### config.mk
export PLATFORM = sky130hd
export DESIGN_NAME = alu_op_sequencer
export DESIGN_NICKNAME = d
export VERILOG_FILES = /design/src/rtl/alu_op_sequencer.sv
export SDC_FILE = /design/constraint.sdc
export NUM_CORES = 1
export LEC_CHECK = 0
export BUFFER_PORTS_ARGS = -buffer_cell sky130_fd_sc_hd__clkbuf_2
export CAP_MARGIN = 10
export CORE_MARGIN = 8
export CORE_UTILIZATION = 39
export CTS_CLUSTER_SIZE = 12
export DETAILED_ROUTE_END_ITERATION = 7
export GPL_TIMING_DRIVEN = 0
export PLACE_DENSITY = 0.81
export SLEW_MARGIN = 25
export SYNTH_ARGS = -nofsm -noshare
export SYNTH_HDL_FRONTEND = slang
export SYNTH_SLANG_ARGS = --single-unit
export TNS_END_PERCENT = 1
### constraint.sdc
create_clock -name clock -period 2.35 [get_ports clock]
set_clock_uncertainty 0.2 [all_clocks]
set_input_delay 0.235 -clock clock [delete_from_list [all_inputs] [get_ports clock]]
set_output_delay 0.235 -clock clock [all_outputs]
set_load 0.005 [all_outputs]
### src/rtl/alu_op_sequencer.sv
// alu_op_sequencer: drives a shared combinational ALU as a multi-cycle unit.
// One request is accepted per handshake. Operands and opcode are registered
// toward the ALU. After an opcode-dependent settle time the ALU result is
// captured and offered on a response handshake. Illegal opcodes and divide
// by zero skip the ALU and respond at once with an error flag.
module alu_op_sequencer #(
  parameter int FAST_CYCLES   = 1,  // settle cycles for single-cycle ops, >= 1
  parameter int MULDIV_CYCLES = 4,  // settle cycles for MUL and DIV, >= 1
  parameter int CNT_W         = 3   // settle counter width
) (
  input  logic        clock,
  input  logic        clear,

  // request port
  input  logic        req_valid,
  output logic        req_ready,
  input  logic [4:0]  req_opcode,
  input  logic [31:0] req_a,
  input  logic [31:0] req_b,

  // ALU interface
  output logic [31:0] alu_a,
  output logic [31:0] alu_b,
  output logic [4:0]  alu_opcode,
  input  logic [31:0] alu_zhigh,
  input  logic [31:0] alu_zlow,

  // response port
  output logic        rsp_valid,
  input  logic        rsp_ready,
  output logic [31:0] rsp_zhigh,
  output logic [31:0] rsp_zlow,
  output logic        rsp_err,

  output logic        busy
);

  // Opcode map boundaries and the two slow operations.
  localparam logic [4:0] OP_FIRST = 5'b00011;  // ADD
  localparam logic [4:0] OP_LAST  = 5'b10010;  // NOT
  localparam logic [4:0] OP_MUL   = 5'b01111;
  localparam logic [4:0] OP_DIV   = 5'b10000;

  // The counter is loaded with L-1 so it reaches zero on the last settle edge.
  localparam logic [CNT_W-1:0] FAST_LOAD   = CNT_W'(FAST_CYCLES - 1);
  localparam logic [CNT_W-1:0] MULDIV_LOAD = CNT_W'(MULDIV_CYCLES - 1);

  typedef enum logic [1:0] {
    S_IDLE,
    S_EXEC,
    S_RESP
  } state_t;

  state_t           state;
  state_t           state_next;
  logic [CNT_W-1:0] settle_cnt;

  logic             accept;
  logic             op_legal;
  logic             op_slow;
  logic             div_by_zero;
  logic             req_err;
  logic             settle_done;
  logic             rsp_done;
  logic [CNT_W-1:0] settle_load;

  // Request decode: legality, divide-by-zero and settle length.
  always_comb begin
    op_legal    = (req_opcode >= OP_FIRST) && (req_opcode <= OP_LAST);
    op_slow     = (req_opcode == OP_MUL) || (req_opcode == OP_DIV);
    div_by_zero = (req_opcode == OP_DIV) && (req_b == 32'd0);
    req_err     = !op_legal || div_by_zero;
    settle_load = op_slow ? MULDIV_LOAD : FAST_LOAD;
  end

  assign accept      = req_valid && (state == S_IDLE);
  assign settle_done = (state == S_EXEC) && (settle_cnt == '0);
  assign rsp_done    = (state == S_RESP) && rsp_ready;

  // Handshake and status outputs decode straight from the state.
  assign req_ready = (state == S_IDLE);
  assign rsp_valid = (state == S_RESP);
  assign busy      = (state != S_IDLE);

  // State register.
  // NOTE: sequential state is written with non-blocking assignments so every
  // flop samples pre-edge values, independent of block evaluation order.
  always_ff @(posedge clock or negedge clear) begin
    if (!clear) begin
      state <= S_IDLE;
    end else begin
      state <= state_next;
    end
  end

  // Next-state logic.
  // NOTE: the default assignment ahead of the case keeps every path driven,
  // so no latch is inferred for state_next.
  always_comb begin
    state_next = state;
    unique case (state)
      S_IDLE: begin
        if (accept) begin
          state_next = req_err ? S_RESP : S_EXEC;
        end
      end
      S_EXEC: begin
        if (settle_done) begin
          state_next = S_RESP;
        end
      end
      S_RESP: begin
        if (rsp_done) begin
          state_next = S_IDLE;
        end
      end
      default: state_next = S_IDLE;
    endcase
  end

  // ALU operand and opcode registers; loaded only on accept, so they stay
  // stable through EXEC and RESP regardless of what the requester drives.
  // NOTE: these datapath registers are reset deliberately: their reset value
  // is visible on the ALU port and an abort must leave them at zero.
  always_ff @(posedge clock or negedge clear) begin
    if (!clear) begin
      alu_a      <= '0;
      alu_b      <= '0;
      alu_opcode <= '0;
    end else if (accept) begin
      alu_a      <= req_a;
      alu_b      <= req_b;
      alu_opcode <= req_opcode;
    end
  end

  // Settle counter: loaded on a legal accept, counts down during EXEC.
  always_ff @(posedge clock or negedge clear) begin
    if (!clear) begin
      settle_cnt <= '0;
    end else if (accept && !req_err) begin
      settle_cnt <= settle_load;
    end else if ((state == S_EXEC) && !settle_done) begin
      settle_cnt <= settle_cnt - 1'b1;
    end
  end

  // Result registers: zeros plus error on a rejected request, the ALU result
  // unmodified once it has settled; held for the whole of RESP.
  always_ff @(posedge clock or negedge clear) begin
    if (!clear) begin
      rsp_zhigh <= '0;
      rsp_zlow  <= '0;
      rsp_err   <= 1'b0;
    end else if (accept && req_err) begin
      rsp_zhigh <= '0;
      rsp_zlow  <= '0;
      rsp_err   <= 1'b1;
    end else if (settle_done) begin
      rsp_zhigh <= alu_zhigh;
      rsp_zlow  <= alu_zlow;
      rsp_err   <= 1'b0;
    end
  end

endmodule
# Word-level counts from Yosys, hierarchy flattened
# Index checks and enable logic that the tools add are counted.
# word_totals
mem_bits_ro	0
register_bits	139
ramBits	0
inputBits	137
memories	0
output_inout_bits	137
latch_bits	0
# op_classes
shifts	0
n_bitwise	0
mux	14
n_mul	0
div	0
n_lt_le_gt_ge	2
reduce_logical	20
n_addsub	1
eq_ne	7
# ops
op	count
32-bit 2-to-1 mux	4
32-bit zero test	1
2-bit 2-to-1 mux	5
1-bit logical AND	8
3-bit 2-to-1 mux	2
2-bit one-hot mux with 3 select lines	1
2-bit nonzero test	3
5-bit by 4-bit equality test with 1-bit output (second input constant)	1
5-bit equality test (second input constant)	1
5-bit by 2-bit greater-or-equal comparator with 1-bit output (second input constant)	1
5-bit less-or-equal comparator (second input constant)	1
2-bit by 1-bit != test with 1-bit output (second input constant)	2
1-bit zero test	3
3-bit zero test	1
3-bit AND reduction	1
3-bit by 1-bit subtractor with 3-bit output (second input constant)	1
2-bit by 1-bit equality test with 1-bit output (second input constant)	1
2-bit equality test (second input constant)	1
2-bit zero test	1
1-bit logical OR	2
1-bit 2-to-1 mux	2
2-bit != test (second input constant)	1

# Longest topological paths before layout
# Gate-level depths: netlist of run 1.
# logic_depth
depth_word	7
mapped_depth	8
ltp_nobuf	7

# Worst setup path after synthesis of run 1
# No wires, ideal clock.
# synth_timing
kind	register -> register
startpoint	register settle_cnt[0]
endpoint	register rsp_zhigh[0]
slack_ps	455
arrival_ps	1629
path_stages_with_launch	8
required_ps	2085
cell_sequence	dfrtp_1 > inv_1 > ha_1 > nor2b_1 > and3b_1 > clkbuf_1 > clkbuf_1 > a22o_1
# synth_via
elab_chain_len	3
# synth_rtl
element	line_no	text
start: declaration	56	logic [CNT_W-1:0] settle_cnt;
start signal: assignment	142	settle_cnt <= settle_load;
start signal: assignment	144	settle_cnt <= settle_cnt - 1'b1;
3-bit zero test	77	assign settle_done = (state == S_EXEC) && (settle_cnt == '0);
1-bit logical AND	77	
2-bit nonzero test (no source line)	--	
end signal: assignment	160	rsp_zhigh <= alu_zhigh;
end: declaration	31	output logic [31:0] rsp_zhigh,
# Every way passes these cells.
# A chain may end at the register's enable or synchronous reset.

# Final worst setup path of run 1
# layout_timing
startpoint	input req_b[12]
endpoint	register rsp_zlow[16]
# layout_via
elab_chain_len	5
elab_cells_between_ends	6
classes_between	1 x mux; 5 x reduce/logical
# layout_rtl
element	line_no	text
start: declaration	19	input logic [31:0] req_b,
32-bit zero test *	71	div_by_zero = (req_opcode == OP_DIV) && (req_b == 32'd0);
1-bit logical AND *	71	
1-bit logical OR *	72	req_err = !op_legal || div_by_zero;
1-bit logical AND *	155	end else if (accept && req_err) begin
32-bit 2-to-1 mux / 2-bit nonzero test (equally long branches)	--	
end signal: assignment	161	rsp_zlow <= alu_zlow;
end: declaration	32	output logic [31:0] rsp_zlow,
# Mark *: on every way between the ends. The rest lies on a longest branch, timed or not.

==> results_dict.tcl, run 1 <==
set metrics [dict create \
    synth_nets 479 \
    antenna_left 0 \
    port_buffers 273 \
    hold_class "input port to asynchronous set/reset pin" \
    critPathMaxFanout 10 \
    synth-edff-count 0 \
    whs_ns 0.194 \
    drive_above_1_share 0.510 \
    place_area_mm2 0.00687 \
    p_leak_uw 0.00449 \
    worstSetupEndpoint "rsp_zlow[16]" \
    violations "negative setup slack" \
    rr_endpoint "alu_a[30]" \
    drcViolationCount 0 \
    cp-startpoint "req_b[12]" \
    htreeDepth 4 \
    postLayoutCoreUtil 0.676 \
    cts_buffers 17 \
    slew_headroom 0.636 \
    design_area_mm2 0.00892 \
    hold_viol 0 \
    cts_tree "done" \
    worst_pin_slew_ns 0.544 \
    rows 42 \
    core_area_mm2 0.0132 \
    totalWireLength_um 19400 \
    vias 4851 \
    vias_per_cell 5.04 \
    rrSetupSlack_ns 0.09 \
    wl_per_cell_um 20.2 \
    die-area_mm2 0.0174 \
    synth_cell_types 28 \
    clkTransAtPathRegs_ns 0.06 \
    max_freq_mhz 423 \
    cts.sinks 139 \
    layout_common_cells "clkbuf_2, dfrtp_1, dlygate4sd3_1, mux2_2, a22o_1" \
    grt_antenna_before_repair 4 \
    grt_pass1_wl_um 30400 \
    r2r_start "state[0]" \
    synthTopCellsByArea "dfrtp_1, mux2_2, a22o_1" \
    pwr_density_cell_mw_per_mm2 1220 \
    final_common_cell "clkbuf_2" \
    arrival_ns 2.45 \
    netlist_instances 340 \
    critical_path_required_ns 2.43 \
    yosys.area.top_type "dfrtp_1" \
    crit_type "input port to flop" \
    grt_overflow 0 \
    drt_iter0_markers 275 \
    crit_path_start_kind "input port" \
    nFillCells 875 \
    ys_seq_area_frac 0.663 \
    ir_drop_mv 0.666 \
    dpl.hpwl_um 11700 \
    synth.ff_latch_count 139 \
    place_congestion 0.815 \
    boundaryPins 274 \
    finish.net_count 909 \
    die_y_um 132 \
    setup_viol 7 \
    grt_max_degree 78 \
    synth.cell_area_mm2 0.00524 \
    synth_top_area_share 0.663 \
    avgSynthCellArea_um2 15.4 \
    initial_utilization 0.397 \
    groute.usage.overall 0.219 \
    fin_crit_ns 2.36 \
    cts_root_buf "clkbuf_16" \
    area_delta_synth_final_pct 70.2 \
    drv_cap 0 \
    tns_ns -0.0336 \
    die_w_um 132 \
    setup_ws_ns -0.0132 \
    cts_buffer_depth 2 \
    firstDrtPassIters 7 \
    ys_async_sr_fraction 1.00 \
    rsz0062_at_grt "yes" \
    slew_violations 0 \
    clock_latency_ns 0.40 \
    end_kind "flop" \
    rr_worst_depth 5 \
    outcome "finished with violations" \
    synth-main-ff-cell "dfrtp_1" \
    yosys_warnings 0 \
    first_global_vias 5534 \
    min_period_over_period 1.01 \
]
==> final cells by class <==
cell class / instances / area, um2 / area share
multi-input combinational: 174 / 1650 / 0.184
timing repair buffer: 411 / 2770 / 0.310
antenna: 4 / 10.0 / 0.00112
inverter: 5 / 18.8 / 0.00210
tap: 176 / 220 / 0.0247
sequential: 139 / 3480 / 0.390
clock inverter: 14 / 218 / 0.0244
buffer: 22 / 140 / 0.0157
clock buffer: 17 / 425 / 0.0477
==> critical path, stage by stage <==
cell and delay (ns):
dlygate4sd3_1 0.57, clkbuf_2 0.15, nor4_2 0.26, nand4_1 0.22, o31ai_4 0.35, a21oi_2 0.13
buf_6 0.19, buf_6 0.14, a22o_1 0.20
==> registers in the layout, indices dropped and copies added, names as in the netlist <==
register	cells
state	2
rsp_err	1
alu_a	32
rsp_zhigh	32
alu_b	32
alu_opcode	5
settle_cnt	3
rsp_zlow	32
==> per-stage QoR <==
stage / std cells / setup slack [ns] / total power (uW)
3_5_place_dp: 790 / -0.109 / 7660
6_report: 962 / -0.0132 / 10900
5_1_grt: 962 / -0.0737 / 11500
3_3_place_gp: 789 / -1.15 / 7450
2_1_floorplan: 340 / 0.455 / 5860
4_1_cts: 956 / 0.00616 / 10800
==> layer usage <==
layer	share of wire	GRT usage
met1	0.37	0.230
met4	0.031	0.0919
met2	0.53	0.399
met3	0.069	0.0648
met5	0	0
==> worst min path at each step <==
stage / from / to / slack [ns] / cells after the start
2_1_floorplan: clear / alu_a[0] / -0.26 / 0
3_3_place_gp: rsp_ready / state[1] / 0.24 / 2
3_5_place_dp: clear / alu_a[3] / 0.06 / 1
4_1_cts: req_b[11] / rsp_err / 0.19 / 6
5_1_grt: clear / alu_a[30] / 0.22 / 2
6_report: clear / alu_a[30] / 0.19 / 2
==> report_power, final <==
group | internal (uW) | leakage (uW) | switching [uW]
registers | 3450 | 0.00174 | 643
logic | 2110 | 0.00245 | 1750
clock network | 1880 | 0.000306 | 1030
total | 7450 | 0.00449 | 3430
==> cells in the mapped netlist, drive strengths merged, types with 2 or more instances <==
cell type	number
a22o	64
buf	15
clkbuf	7
dfrtp	139
ha	2
inv	5
mux2	69
mux2i	2
nand2	5
nand4	3
nor2	3
nor4	9
o21ai	3
xnor2	2
==> cell families (layout without fill, tap and decap cells) <==
group / after synthesis / in the layout / synth area share
flops: 139 / 139 / 0.663
compound gates: 71 / 71 / 0.116
mux: 71 / 71 / 0.152
simple gates: 27 / 27 / 0.0289
buf+inv: 27 / 469 / 0.0298
xor+xnor: 3 / 3 / 0.00501
fa+ha+maj: 2 / 2 / 0.00477
other cells: 0 / 4 / 0
==> repair_timing <==
item	in CTS	in global routing
setup buffers	0	1
endpoints found under the hold margin	196	0
setup endpoints to repair	50	72
hold buffers	135	0
pin swaps	0	2
cloned	0	1
resized for setup	1	7
Note: power is estimated with default switching activity, not from simulation.
==> inputs of run 2 (changes only) <==
ABC_AREA = 1   (was default)
PLACE_DENSITY = 0.79   (was 0.81)
==> results_dict.tcl, run 2 <==
set metrics [dict create \
    synth_nets 792 \
    netlist_instances 653 \
    slew_headroom 0.552 \
    cts_root_buf "clkbuf_16" \
    p_int_uw 6850 \
    rsz0062_at_grt "no" \
    layout_common_cells "nand2_1, clkbuf_2, dfrtp_1, dlygate4sd3_1, nand3_2" \
    p_leak_uw 0.00531 \
    cts.sinks 139 \
    min_period_over_period 0.892 \
    vias_per_cell 4.74 \
    port_buffers 273 \
    initial_utilization 0.395 \
    pwr_density_cell_mw_per_mm2 1130 \
    post_cts_buffers 0 \
    ys_async_sr_fraction 1.00 \
    boundaryPins 274 \
    rrSetupSlack_ns 0.25 \
    clkPwrFrac 0.249 \
    max_freq_mhz 477 \
    avgSynthCellArea_um2 9.10 \
    multi_input_area_mm2 0.00214 \
    vias 6076 \
    grt_overflow 0 \
    groute.usage.overall 0.219 \
    p_total_uw 10800 \
    arrival_ns 2.24 \
    rows 45 \
    synth.cell_area_mm2 0.00594 \
    outcome "finished, final reports clean" \
    finish.net_count 1220 \
    place_congestion 0.811 \
    switching_share 0.365 \
    critical_path_required_ns 2.49 \
    post-place-ws_ns 0.159 \
    setup_viol 0 \
    wl_per_cell_um 16.5 \
    first_global_vias 6644 \
    crit_path_start_kind "flop" \
    cts_tree "done" \
    final_common_cell "nand2_1" \
    die_y_um 139 \
    slew_violations 0 \
    dpl.hpwl_um 13700 \
    die-area_mm2 0.0194 \
    nFillCells 1127 \
    synth_cell_types 24 \
    whs_ns 0.107 \
    setup_ws_ns 0.254 \
    clock_latency_ns 0.40 \
    hold_class "input port to flop" \
    antenna_left 0 \
    min_to "state[1]" \
    synth-edff-count 0 \
    drt_iter0_markers 294 \
    worst_pin_slew_ns 0.673 \
    cts_buffer_depth 2 \
    synthTopCellsByArea "dfrtp_1, nand2_1, nand3_2" \
    hold_depth 5 \
    synth.ff_latch_count 139 \
    ir_drop_mv 0.591 \
    min_from "req_valid" \
    ys_seq_area_frac 0.585 \
    drcViolationCount 0 \
    drive_above_1_share 0.350 \
    p_sw_uw 3940 \
    area_delta_synth_final_pct 60.2 \
    clkTransAtPathRegs_ns 0.06 \
    yosys_warnings 0 \
    critPathMaxFanout 10 \
    core_area_mm2 0.0150 \
    crit_type "flop to flop" \
    p_comb_frac 0.366 \
    htreeDepth 4 \
    die_w_um 139 \
    yosys.area.top_type "dfrtp_1" \
    cts_buffers 17 \
    synth_top_area_share 0.585 \
    grt_max_degree 81 \
    rr_worst_depth 9 \
    end_kind "flop" \
    drv_cap 0 \
    hold_viol 0 \
    rr_endpoint "rsp_zlow[29]" \
    grt_pass1_wl_um 34100 \
    totalWireLength_um 21200 \
    firstDrtPassIters 4 \
    synth.most_common_cell "nand2_1" \
    r2r_start "settle_cnt[0]" \
    power_frac_seq 0.385 \
    synth-main-ff-cell "dfrtp_1" \
    grt_antenna_before_repair 2 \
    regArea_mm2 0.00348 \
    synth_top_cells_by_count "nand2_1, dfrtp_1, nand3_2" \
    fin_crit_ns 2.10 \
]
[run 2: cell types whose count changed after synthesis, moves of 16 or more]
| cell | previous run | this run |
|---|---|---|
| nand2_1 | 5 | 339 |
| a22o_1 | 64 | 0 |
| nand3_1 | 0 | 19 |
| inv_1 | 5 | 21 |
| mux2_2 | 69 | 0 |
| nor2_1 | 3 | 20 |
| nand3_2 | 0 | 51 |
[run 2: routing by layer]
| layer | global-route usage | wire, um |
|---|---|---|
| met4 | 0.0971 | 614 |
| met5 | 0 | 0 |
| met1 | 0.243 | 8360 |
| met3 | 0.0831 | 1880 |
| met2 | 0.370 | 10400 |
[run 2: worst max path at each step]
| stage | startpoint | endpoint | slack (ns) | cells past startpoint |
|---|---|---|---|---|
| 3_5_place_dp | settle_cnt[0] | rsp_zhigh[23] | 0.16 | 9 |
| 4_1_cts | settle_cnt[0] | rsp_zhigh[23] | 0.13 | 9 |
| 5_1_grt | settle_cnt[0] | rsp_zhigh[0] | 0.01 | 9 |
| 6_report | settle_cnt[0] | rsp_zlow[29] | 0.25 | 9 |
| 3_3_place_gp | clear | rsp_zhigh[2] | -1.54 | 1 |
| 2_1_floorplan | settle_cnt[0] | rsp_zhigh[22] | 0.74 | 9 |
[run 2: logic make-up (layout without fill, tap and decap cells)]
group | Yosys count | after routing | synth area share
xor gates and xnor gates | 3 | 3 | 0.00442
DFF | 139 | 139 | 0.585
buffers and inverters | 57 | 497 | 0.0545
adders and majority gates | 2 | 2 | 0.00421
other | 0 | 2 | 0
AOI/OAI and AO/OA | 15 | 15 | 0.0152
and+or+nand+nor | 437 | 437 | 0.337
[run 2: worst max-delay path, cell delays in order (launching register included)]
cell and delay [ns]:
dfrtp_1 0.35, inv_1 0.10, ha_1 0.15, inv_1 0.03, nor2_1 0.11, nand2_1 0.15
inv_2 0.21, clkbuf_1 0.42, nand2_1 0.19, nand2_1 0.11
[run 2: stage by stage]
stage	utilization	cell area, um2	TNS [ns]	instances
6_report	0.633	9520	0	1283
5_1_grt	0.633	9520	0	1283
4_1_cts	0.633	9520	0	1281
3_5_place_dp	0.504	7580	0	1115
3_3_place_gp	0.502	7550	-212.32	1114
2_1_floorplan	-	5940	0	653
[run 2: cell type report]
class,instances,share of cell area
clock buffers,19,0.0455
repair buffers,409,0.289
multi-input cells,457,0.225
well taps,188,0.0247
flip-flops and latches,139,0.365
inverters,23,0.00907
plain buffers,34,0.0251
diodes,2,0.000526
clock inverters,12,0.0158
[run 2: repair_timing]
action,4_1_cts,5_1_grt
setup endpoints to repair,0,1
endpoints found under the hold margin,213,0
hold buffers,135,0
resized for setup,0,2
[run 2: power groups by stage]
stage               registers, uW  clock network, uW  logic (uW)
finish                       4160               2690        3950
global route                 4270               2860        4420
CTS                          4130               2730        3920
detailed placement           4140                  0        3740
global placement             4100                  0        3640
floorplan                    4180                  0        1790
